==> config.mk <==
export PLATFORM = sky130hd
export DESIGN_NAME = id_ex_stage
export DESIGN_NICKNAME = d
export VERILOG_FILES = /design/src/rtl/id_ex_stage.sv
export SDC_FILE = /design/constraint.sdc
export NUM_CORES = 1
export LEC_CHECK = 0
export ABC_CLOCK_PERIOD_IN_PS = 7500
export CORE_MARGIN = 8
export CORE_UTILIZATION = 39
export CTS_CLUSTER_SIZE = 12
export DETAILED_ROUTE_END_ITERATION = 7
export PLACE_DENSITY = 0.86
export RECOVER_POWER = 50
export SETUP_SLACK_MARGIN = 0.4
export SLEW_MARGIN = 10
export SYNTH_ARGS = -nofsm -noshare
export SYNTH_HDL_FRONTEND = slang
export SYNTH_SLANG_ARGS = --single-unit
export TNS_END_PERCENT = 5
==> constraint.sdc <==
create_clock -name clk -period 7.5 [get_ports clk]
set_clock_uncertainty 0.05 [all_clocks]
set_input_delay 1.125 -clock clk [delete_from_list [all_inputs] [get_ports clk]]
set_output_delay 1.125 -clock clk [all_outputs]
set_load 0.005 [all_outputs]
==> src/rtl/id_ex_stage.sv <==
// ID/EX pipeline register with load-use hazard detection and registered forwarding selects.
// The forwarding decision is made in ID so EX sees a ready mux select on the cycle it executes.
module id_ex_stage (
  input  logic        clk,
  input  logic        rst,
  input  logic        flush,
  input  logic        id_valid,
  input  logic [4:0]  id_rs,
  input  logic [4:0]  id_rt,
  input  logic [4:0]  id_rd,
  input  logic        id_uses_rt,
  input  logic [31:0] id_read_data1,
  input  logic [31:0] id_read_data2,
  input  logic [31:0] id_imm,
  input  logic        id_reg_write,
  input  logic        id_mem_read,
  input  logic        id_mem_write,
  input  logic        id_mem_to_reg,
  input  logic        id_alu_src,
  input  logic        id_reg_dst,
  input  logic [3:0]  id_alu_op,
  input  logic        mem_reg_write,
  input  logic [4:0]  mem_write_reg,
  output logic        stall,
  output logic        ex_valid,
  output logic        ex_reg_write,
  output logic        ex_mem_read,
  output logic        ex_mem_write,
  output logic        ex_mem_to_reg,
  output logic        ex_alu_src,
  output logic [3:0]  ex_alu_op,
  output logic [4:0]  ex_rs,
  output logic [4:0]  ex_rt,
  output logic [4:0]  ex_write_reg,
  output logic [31:0] ex_read_data1,
  output logic [31:0] ex_read_data2,
  output logic [31:0] ex_imm,
  output logic [1:0]  ex_forward_a,
  output logic [1:0]  ex_forward_b,
  output logic [15:0] stall_count
);

  logic        r_valid;
  logic        r_reg_write;
  logic        r_mem_read;
  logic        r_mem_write;
  logic        r_mem_to_reg;
  logic        r_alu_src;
  logic [3:0]  r_alu_op;
  logic [4:0]  r_rs;
  logic [4:0]  r_rt;
  logic [4:0]  r_write_reg;
  logic [31:0] r_read_data1;
  logic [31:0] r_read_data2;
  logic [31:0] r_imm;
  logic [1:0]  r_fwd_a;
  logic [1:0]  r_fwd_b;
  logic [15:0] r_stall_count;

  logic [4:0]  w_wr;
  logic        w_stall;
  logic        w_bubble;
  logic        w_ex_fwd_a;
  logic        w_ex_fwd_b;
  logic        w_mem_fwd_a;
  logic        w_mem_fwd_b;
  logic [1:0]  w_fwd_a;
  logic [1:0]  w_fwd_b;

  assign w_wr = id_reg_dst ? id_rd : id_rt;

  // Load in EX whose destination ID needs: hold ID one cycle so the load reaches MEM.
  assign w_stall = r_valid & r_mem_read & (r_write_reg != 5'd0) &
                   ((id_rs == r_write_reg) | (id_uses_rt & (id_rt == r_write_reg))) &
                   id_valid & ~flush;
  assign w_bubble = flush | w_stall;

  // EX-stage producer is younger than MEM-stage, so it takes priority.
  assign w_ex_fwd_a  = r_valid & r_reg_write & (r_write_reg != 5'd0) & (r_write_reg == id_rs);
  assign w_ex_fwd_b  = r_valid & r_reg_write & (r_write_reg != 5'd0) & (r_write_reg == id_rt);
  assign w_mem_fwd_a = mem_reg_write & (mem_write_reg != 5'd0) & (mem_write_reg == id_rs);
  assign w_mem_fwd_b = mem_reg_write & (mem_write_reg != 5'd0) & (mem_write_reg == id_rt);
  assign w_fwd_a = w_ex_fwd_a ? 2'b10 : (w_mem_fwd_a ? 2'b01 : 2'b00);
  assign w_fwd_b = w_ex_fwd_b ? 2'b10 : (w_mem_fwd_b ? 2'b01 : 2'b00);

  always_ff @(posedge clk or posedge rst) begin
    if (rst) begin
      r_valid       <= 1'b0;
      r_reg_write   <= 1'b0;
      r_mem_read    <= 1'b0;
      r_mem_write   <= 1'b0;
      r_mem_to_reg  <= 1'b0;
      r_alu_src     <= 1'b0;
      r_alu_op      <= 4'd0;
      r_rs          <= 5'd0;
      r_rt          <= 5'd0;
      r_write_reg   <= 5'd0;
      r_read_data1  <= 32'd0;
      r_read_data2  <= 32'd0;
      r_imm         <= 32'd0;
      r_fwd_a       <= 2'b00;
      r_fwd_b       <= 2'b00;
      r_stall_count <= 16'd0;
    end else begin
      if (w_bubble) begin
        r_valid      <= 1'b0;
        r_reg_write  <= 1'b0;
        r_mem_read   <= 1'b0;
        r_mem_write  <= 1'b0;
        r_mem_to_reg <= 1'b0;
        r_alu_src    <= 1'b0;
        r_alu_op     <= 4'd0;
        r_fwd_a      <= 2'b00;
        r_fwd_b      <= 2'b00;
      end else begin
        r_valid      <= id_valid;
        r_reg_write  <= id_valid & id_reg_write;
        r_mem_read   <= id_valid & id_mem_read;
        r_mem_write  <= id_valid & id_mem_write;
        r_mem_to_reg <= id_valid & id_mem_to_reg;
        r_alu_src    <= id_valid & id_alu_src;
        r_alu_op     <= id_valid ? id_alu_op : 4'd0;
        r_fwd_a      <= id_valid ? w_fwd_a : 2'b00;
        r_fwd_b      <= id_valid ? w_fwd_b : 2'b00;
      end
      // Data and specifiers are don't-care in a bubble, so they load unconditionally.
      r_rs         <= id_rs;
      r_rt         <= id_rt;
      r_write_reg  <= w_wr;
      r_read_data1 <= id_read_data1;
      r_read_data2 <= id_read_data2;
      r_imm        <= id_imm;
      if (w_stall && (r_stall_count != 16'hFFFF))
        r_stall_count <= r_stall_count + 16'd1;
    end
  end

  assign stall         = w_stall;
  assign ex_valid      = r_valid;
  assign ex_reg_write  = r_reg_write;
  assign ex_mem_read   = r_mem_read;
  assign ex_mem_write  = r_mem_write;
  assign ex_mem_to_reg = r_mem_to_reg;
  assign ex_alu_src    = r_alu_src;
  assign ex_alu_op     = r_alu_op;
  assign ex_rs         = r_rs;
  assign ex_rt         = r_rt;
  assign ex_write_reg  = r_write_reg;
  assign ex_read_data1 = r_read_data1;
  assign ex_read_data2 = r_read_data2;
  assign ex_imm        = r_imm;
  assign ex_forward_a  = r_fwd_a;
  assign ex_forward_b  = r_fwd_b;
  assign stall_count   = r_stall_count;

endmodule

; After elaboration in Yosys (flattened, before gate mapping)
; Cells that the tools add are included.
[classes]
addsub = 1
n_eq_ne = 7
mux = 17
n_bitwise = 21
n_reduce_logical = 3
[ops]
columns = operator, n
row1 = $eq 5x5->1, 6
row2 = $and 1x1->1, 18
row3 = $add 16x1->16 const B, 1
row4 = $ne 16x16->1 const B, 1
row5 = $mux 2, 6
row6 = $reduce_bool 5->1, 2
row7 = $mux 1, 8
row8 = $mux 4, 2
row9 = $mux 5, 1
row10 = $or 1x1->1, 2
row11 = $logic_and 1x1->1, 1
row12 = $not 1->1, 1
[word_totals]
register_bits = 141
input_bits = 132
elab_cells = 65

; Depth between registers and ports, before layout
; Gate-level depths: netlist (run 1).
[logic_depth]
depth_word = 8
ltp_mapped = 7

; Worst setup path after synthesis (run 1)
; Ideal clock, no wire load.
[synth_path]
kind = in2out
from = input port id_rt[4]
to = output port stall
arrival_ps = 2028
t_required_ps = 6325
slack_ps = 4297
cell_stages = 6
n_path_buf = 1
cell_sequence = xnor2_1 > nand3_1 > nor3_2 > a21o_2 > buf_6 > and2_1
[synth_between]
elab_chain_cells = 6
[synth_rtl]
columns = item, line_no
row1 = "start, declared", 9  ; input logic [4:0] id_rt,
row2 = $eq 5x5->1, 74  ; ((id_rs == r_write_reg) | (id_uses_rt & (id_rt == r_write_reg))) &
row3 = $and 1x1->1, 74
row4 = $or 1x1->1, 74
row5 = $and 1x1->1, 73  ; assign w_stall = r_valid & r_mem_read & (r_write_reg != 5'd0) &
row6 = $and 1x1->1, 74
row7 = $and 1x1->1, 75  ; id_valid & ~flush;
row8 = "end, declared", 24  ; output logic stall,
; Every way passes these cells.

; Final worst setup path (run 1)
[layout_path]
from = input port id_rs[4]
to = output port stall
[layout_between]
elab_chain_cells = 5
[layout_rtl]
columns = item, line_no
row1 = "start, declared", 8  ; input logic [4:0] id_rs,
row2 = $eq 5x5->1, 74
row3 = $or 1x1->1, 74
row4 = $and 1x1->1, 73
row5 = $and 1x1->1, 74
row6 = $and 1x1->1, 75
; Every way passes these cells.

==> out/metrics.csv, run 1 <==
stage;metric;value;unit
status;status;finished, violations left;
status;violations;capacitance limit, slew limit;
global_route;grt_remaining_overflow;0;
clock_tree;cts_root_buffer;clkbuf_16;
sta;setup_viol;0;
sta;max-slew-margin-rel;-0.873;
sta;drv_slew;68;
clock_tree;clock_sinks;141;
clock_tree;cts.path.max_buffers;2;
placed_design;hpwl;11800;um
synthesis;synth.area.top_cells;dfrtp_1, xnor2_1, xor2_1, nand3_1, and2_1;
clock_tree;cts_max_level;4;
floorplan;die-area;15000;sq um
sta;rsz0062_at_grt;false;
clock_tree;cts.clk_slew.worst_paths;0.05;ns
worst_setup_path;reg2reg_slack;5.29;ns
global_route;grt_usage;0.206;
sta;tightest_slew;2.79;ns
global_route;antenna_found_initial;4;
global_route;grt_pass1_wl;22500;um
clock_tree;hold_buffers;0;
worst_setup_path;critical_path_class;in2out;
floorplan;die_x;123;um
floorplan;core;11300;sq um
sta;hold_slack;0.457;ns
floorplan;io_pins;274;
synthesis;ys_types;30;
worst_setup_path;arrival;3.44;ns
global_route;grt_pass1_vias;3569;
pwr;vdd_drop_max;0.000197;V
clock_tree;cts_tree;yes;
placed_design;place_ws;3.05;ns
routing;drc;0;
final_layout;drive_above_1_share;0.0863;
final_layout;num-nets-final;688;
clock_tree;ctsResizeCount;0;
worst_setup_path;cp-end-kind;primary output;
synthesis;syn_nets;397;
routing;wirelength;15400;um
worst_setup_path;cp-start-kind;primary input;
floorplan;dieHeight;123;um
routing;wl_per_cell;21.5;um
final_layout;final_cell_count_no_fill;715;
synthesis;synth-edff-count;0;
routing;drtAntennaViolNets;0;
sta;fmax;217;MHz
placed_design;dp.cells;679;
synthesis;ys_ff_latch;141;
synthesis;async_flop_share;1.00;
synthesis;synth_common_cells;dfrtp_1, xnor2_1, nand3_1;
global_route;grt_max_degree;76;
clock_tree;clkLatencyLatePin;0.41;ns
final_layout;fillCellCount;722;
clock_tree;cts_buffers;17;
worst_setup_path;critical_path_required;6.32;ns
synthesis;yosysMostFrequentCell;dfrtp_1;
sta;period_share;0.615;
final_layout;area_growth;78.5;%
sta;setup_ws;2.89;ns
worst_hold_path;min_path_type;reg2reg;
synthesis;synth_ff_type;dfrtp_1;
pwr;p_leak;3.38;nW
routing;drt-vias-per-instance;4.58;
clock_tree;post-cts-setup-buffers;0;
placed_design;portBuffers;273;
routing;drtPass1Iterations;4;
synthesis;synth_warnings;0;
floorplan;initial_core_util;0.393;
routing;drt_iter0_drc;176;
pwr;powerDensity;224;nW/um^2
placed_design;place.gp.congestion;0.851;
synthesis;netlist_area;4430;sq um
synthesis;netlist.area_leader.share;0.797;
sta;finalHoldViolCount;0;
floorplan;rows;39;
final_layout;utilization;0.701;
worst_setup_path;path_max_fanout;17;
synthesis;synthCells;264;
synthesis;avgSynthCellArea;16.8;sq um
synthesis;synth_top_area_cell;dfrtp_1;
routing;vias;3274;
sta;min_period;4.61;ns
flow_run;cap_violations;1;
synthesis;ys_seq_area_frac;0.797;
sta;fin_setup_tns;0;ns
-- area by class of cell --
cell class                      instances  area (sq um)  area share
Antenna cell                            4          10.0     0.00127
Clock buffer                           22           474      0.0600
Clock inverter                         10          88.8      0.0112
Inverter                                2          8.76     0.00111
Multi-Input combinational cell        119           875       0.111
Sequential cell                       141          3530       0.446
Tap cell                              143           179      0.0226
Timing Repair Buffer                  274          2740       0.347
-- cells in the final DEF (no fill, tap or decap), drive strengths merged, types with 6 or more instances in the layout --
cell	n
and2	11
mux2	8
nor2	6
xnor2	24
nand2	6
clkdlybuf4s50	130
dlygate4sd3	143
nand3	14
nor3	7
nand4	9
xor2	9
and3	12
dfrtp	141
clkbuf	22
-- power by group --
group / internal, mW / switching [mW]
combinational: 0.112 / 0.0620
clock: 0.481 / 0.305
sequential: 0.795 / 0.0137
total: 1.39 / 0.380
-- metal layers --
metal	wire [um]	part of all wire	global-route usage
met5	0	0	0
met4	240	0.016	0.0876
met2	8330	0.54	0.361
met3	1630	0.11	0.0971
met1	5160	0.34	0.207
-- final timing paths --
check,start,end,cells after the start
max,id_rs[4],stall,7
min,stall_count[6]$_DFFE_PP0P_,stall_count[6]$_DFFE_PP0P_,1
max reg2reg,ex_write_reg[4]$_DFF_PP0_,stall_count[1]$_DFFE_PP0P_,6
min reg2reg,stall_count[6]$_DFFE_PP0P_,stall_count[6]$_DFFE_PP0P_,1
max in group asynchronous,rst,ex_forward_a[0]$_DFF_PP0_,3
min in group asynchronous,rst,ex_read_data2[2]$_DFF_PP0_,2
-- worst max-delay path, cell delays in order --
cell             delay, ns
dlygate4sd3_1         0.60
xnor2_1               0.18
nand3_1               0.10
nor3_1                0.40
a21o_2                0.35
and2_1                0.18
clkdlybuf4s50_1       0.50
-- per-stage QoR --
stage / total power, mW / cell area (sq um)
after floorplan: 0.855 / 4430
final: 1.77 / 7900
after global routing: 1.83 / 7900
after CTS: 1.80 / 7900
after detailed placement: 1.01 / 7330
after global placement: 1.01 / 7330
-- cells by family (layout without fill, tap and decap cells) --
family,after synthesis,count (layout),share of synthesized area
compound gates,4,4,0.00678
xor+xnor,33,33,0.0653
fa+ha+maj,1,1,0.00283
buf+inv,4,308,0.00537
flops,141,141,0.797
mux,8,8,0.0212
other cells,0,4,0
simple gates,73,73,0.101
Note: power is estimated with default switching activity, not from simulation.
==> run 2, diff against run 1 <==
Settings changed: ABC_CLOCK_PERIOD_IN_PS 7500 to 3850, CORE_UTILIZATION 39 to 33, PLACE_DENSITY 0.86 to 0.78.
Clock period 7.5 ns to 3.85 ns, I/O delays scaled along.
==> run 2 against run 1 <==
Against the previous run: sequential power rose by 94%; via count fell by 0.82%; first-iteration DRC count fell by 26%; non-clock buffer count rose by 1; critical path depth did not move; cell count rose by 4.5%; core utilization fell by 9.4 points; die area rose by 16%; the flow still finishes with violations (capacitance limit, slew limit); hold slack got worse by 0.0013 ns; highest routed layer unchanged.
==> out/metrics.csv, run 2 (synthesis results as in run 1) <==
stage;metric;value;unit
status;status;finished, violations left;
status;violations;capacitance limit, slew limit;
global_route;grt_remaining_overflow;0;
sta;setup_viol;0;
floorplan;die_x;132;um
global_route;grt_pass1_wl;22600;um
clock_tree;cts_max_level;4;
routing;drt_iter0_drc;131;
worst_setup_path;cp-start-kind;primary input;
final_layout;utilization;0.607;
sta;min_period;3.25;ns
worst_setup_path;critical_path_required;3.22;ns
routing;drtAntennaViolNets;0;
clock_tree;cts.path.max_buffers;2;
worst_setup_path;arrival;2.62;ns
global_route;grt_pass1_vias;3710;
worst_hold_path;hold_start;stall_count[6]$_DFFE_PP0P_;
clock_tree;clock_sinks;141;
worst_setup_path;critical_path_class;in2out;
worst_setup_path;path_max_fanout;3;
final_layout;num-nets-final;689;
pwr;p_leak;3.40;nW
clock_tree;hold_buffers;0;
floorplan;initial_core_util;0.336;
routing;drtPass1Iterations;4;
worst_setup_path;reg2regPathDepth;7;
floorplan;die-area;17400;sq um
routing;wirelength;14700;um
floorplan;rows;42;
sta;drv_slew;142;
final_layout;mostFrequentLayoutCell;clkdlybuf4s50_1;
clock_tree;cts.clk_slew.worst_paths;0.06;ns
placed_design;hpwl;11500;um
final_layout;fillCellCount;984;
floorplan;io_pins;274;
clock_tree;post-cts-setup-buffers;0;
final_layout;drive_above_1_share;0.0896;
placed_design;place.gp.congestion;0.853;
global_route;grt_max_degree;142;
worst_setup_path;cp-end-kind;primary output;
worst_hold_path;min_path_cells;1;
worst_setup_path;reg2reg_to;stall_count[1]$_DFFE_PP0P_;
routing;drt-vias-per-instance;4.35;
sta;tightest_slew;1.85;ns
clock_tree;cts_root_buffer;clkbuf_16;
clock_tree;cts_buffers;17;
sta;fin_setup_tns;0;ns
routing;vias;3247;
global_route;grt_usage;0.173;
worst_setup_path;reg2reg_slack;1.68;ns
final_layout;layout_common_cells;clkdlybuf4s50_1, dfrtp_1, dlygate4sd3_1, xnor2_1, clkbuf_16;
worst_setup_path;cpPeakStageDelay;0.59;ns
floorplan;dieHeight;132;um
flow_run;cap_violations;1;
sta;period_share;0.844;
clock_tree;clkLatencyLatePin;0.42;ns
placed_design;portBuffers;273;
sta;fmax;308;MHz
clock_tree;cts_tree;yes;
pwr;vdd_drop_max;0.000214;V
worst_setup_path;crit_slowest_cell;dlygate4sd3_1;
sta;finalHoldViolCount;0;
worst_hold_path;min_path_type;reg2reg;
routing;drc;0;
worst_hold_path;hold_end;stall_count[6]$_DFFE_PP0P_;
routing;wl_per_cell;19.6;um
worst_setup_path;reg2reg_from;ex_write_reg[4]$_DFF_PP0_;
clock_tree;ctsResizeCount;0;
sta;rsz0062_at_grt;false;
floorplan;core;13200;sq um
worst_setup_path;worstPathCellList;dlygate4sd3_1, xnor2_1, nand3_1, nor3_1, a21o_2, and2_1, clkdlybuf4s50_1;
sta;max-slew-margin-rel;-0.230;
final_layout;area_growth;80.9;%
pwr;powerDensity;453;nW/um^2
global_route;antenna_found_initial;2;
-- run 2: cell count changes in the layout (fill, tap and decap cells not counted) --
| cell | before | now |
|---|---|---|
| inv_6 | 1 | 4 |
| clkinvlp_4 | 4 | 3 |
| clkinv_4 | 0 | 2 |
| clkinv_2 | 4 | 0 |
| clkbuf_1 | 2 | 1 |
| dlygate4sd3_1 | 143 | 108 |
| diode_2 | 4 | 2 |
| clkdlybuf4s50_1 | 130 | 165 |
| bufinv_16 | 1 | 3 |
| clkbuf_4 | 0 | 1 |
| clkbuf_8 | 3 | 1 |
| inv_8 | 0 | 2 |
| clkinvlp_2 | 1 | 0 |
-- run 2: worst max path at each step --
stage | slack, ns | end | cells after the start | start
after floorplan | 1.46 | ex_alu_op[0]$_DFF_PP0_ | 1 | rst
after global placement | 0.69 | stall | 7 | id_rs[4]
after detailed placement | 0.67 | stall | 7 | id_rs[2]
after CTS | 0.66 | stall | 7 | id_rs[2]
after global routing | 0.43 | stall | 7 | id_rs[4]
final | 0.60 | stall | 7 | id_rs[4]
-- run 2: final cells by class --
type / instances / area (sq um) / area share
Antenna cell: 2 / 5.00 / 0.000625
Clock buffer: 19 / 443 / 0.0553
Clock inverter: 13 / 180 / 0.0225
Inverter: 2 / 11.3 / 0.00141
Multi-Input combinational cell: 119 / 875 / 0.109
Sequential cell: 141 / 3530 / 0.440
Tap cell: 176 / 220 / 0.0275
Timing Repair Buffer: 275 / 2750 / 0.343
-- run 2: power breakdown --
| group | leakage [nW] | switching, mW | total [mW] | internal, mW |
|---|---|---|---|---|
| clock network | 0.299 | 0.656 | 1.71 | 1.06 |
| registers | 1.71 | 0.0253 | 1.57 | 1.55 |
| logic | 1.40 | 0.118 | 0.343 | 0.225 |
| total | 3.40 | 0.799 | 3.63 | 2.83 |
-- run 2: critical path, delay by kind of cell --
kind                   cells  cell delay (ns)
AO/OA/AOI/OAI              1             0.17
XOR/XNOR                   1             0.17
AND/OR/NAND/NOR            3             0.61
buffers and inverters      2             1.09
-- run 2: per-stage QoR --
step | power, mW | hold slack (ns) | worst slack [ns] | cell area (sq um) | instances
after global routing | 3.77 | 0.494 | 0.430 | 8010 | 747
after floorplan | 1.67 | 0.439 | 1.46 | 4430 | 264
after global placement | 1.96 | 0.443 | 0.689 | 7390 | 713
after detailed placement | 1.97 | 0.454 | 0.669 | 7390 | 713
after CTS | 3.71 | 0.465 | 0.665 | 8020 | 745
final | 3.63 | 0.456 | 0.602 | 8010 | 747
-- run 2: routing by layer --
layer	global-route usage	routed length, um
met3	0.0678	1020
met5	0	0
met4	0.0676	187
met1	0.180	5540
met2	0.307	7900
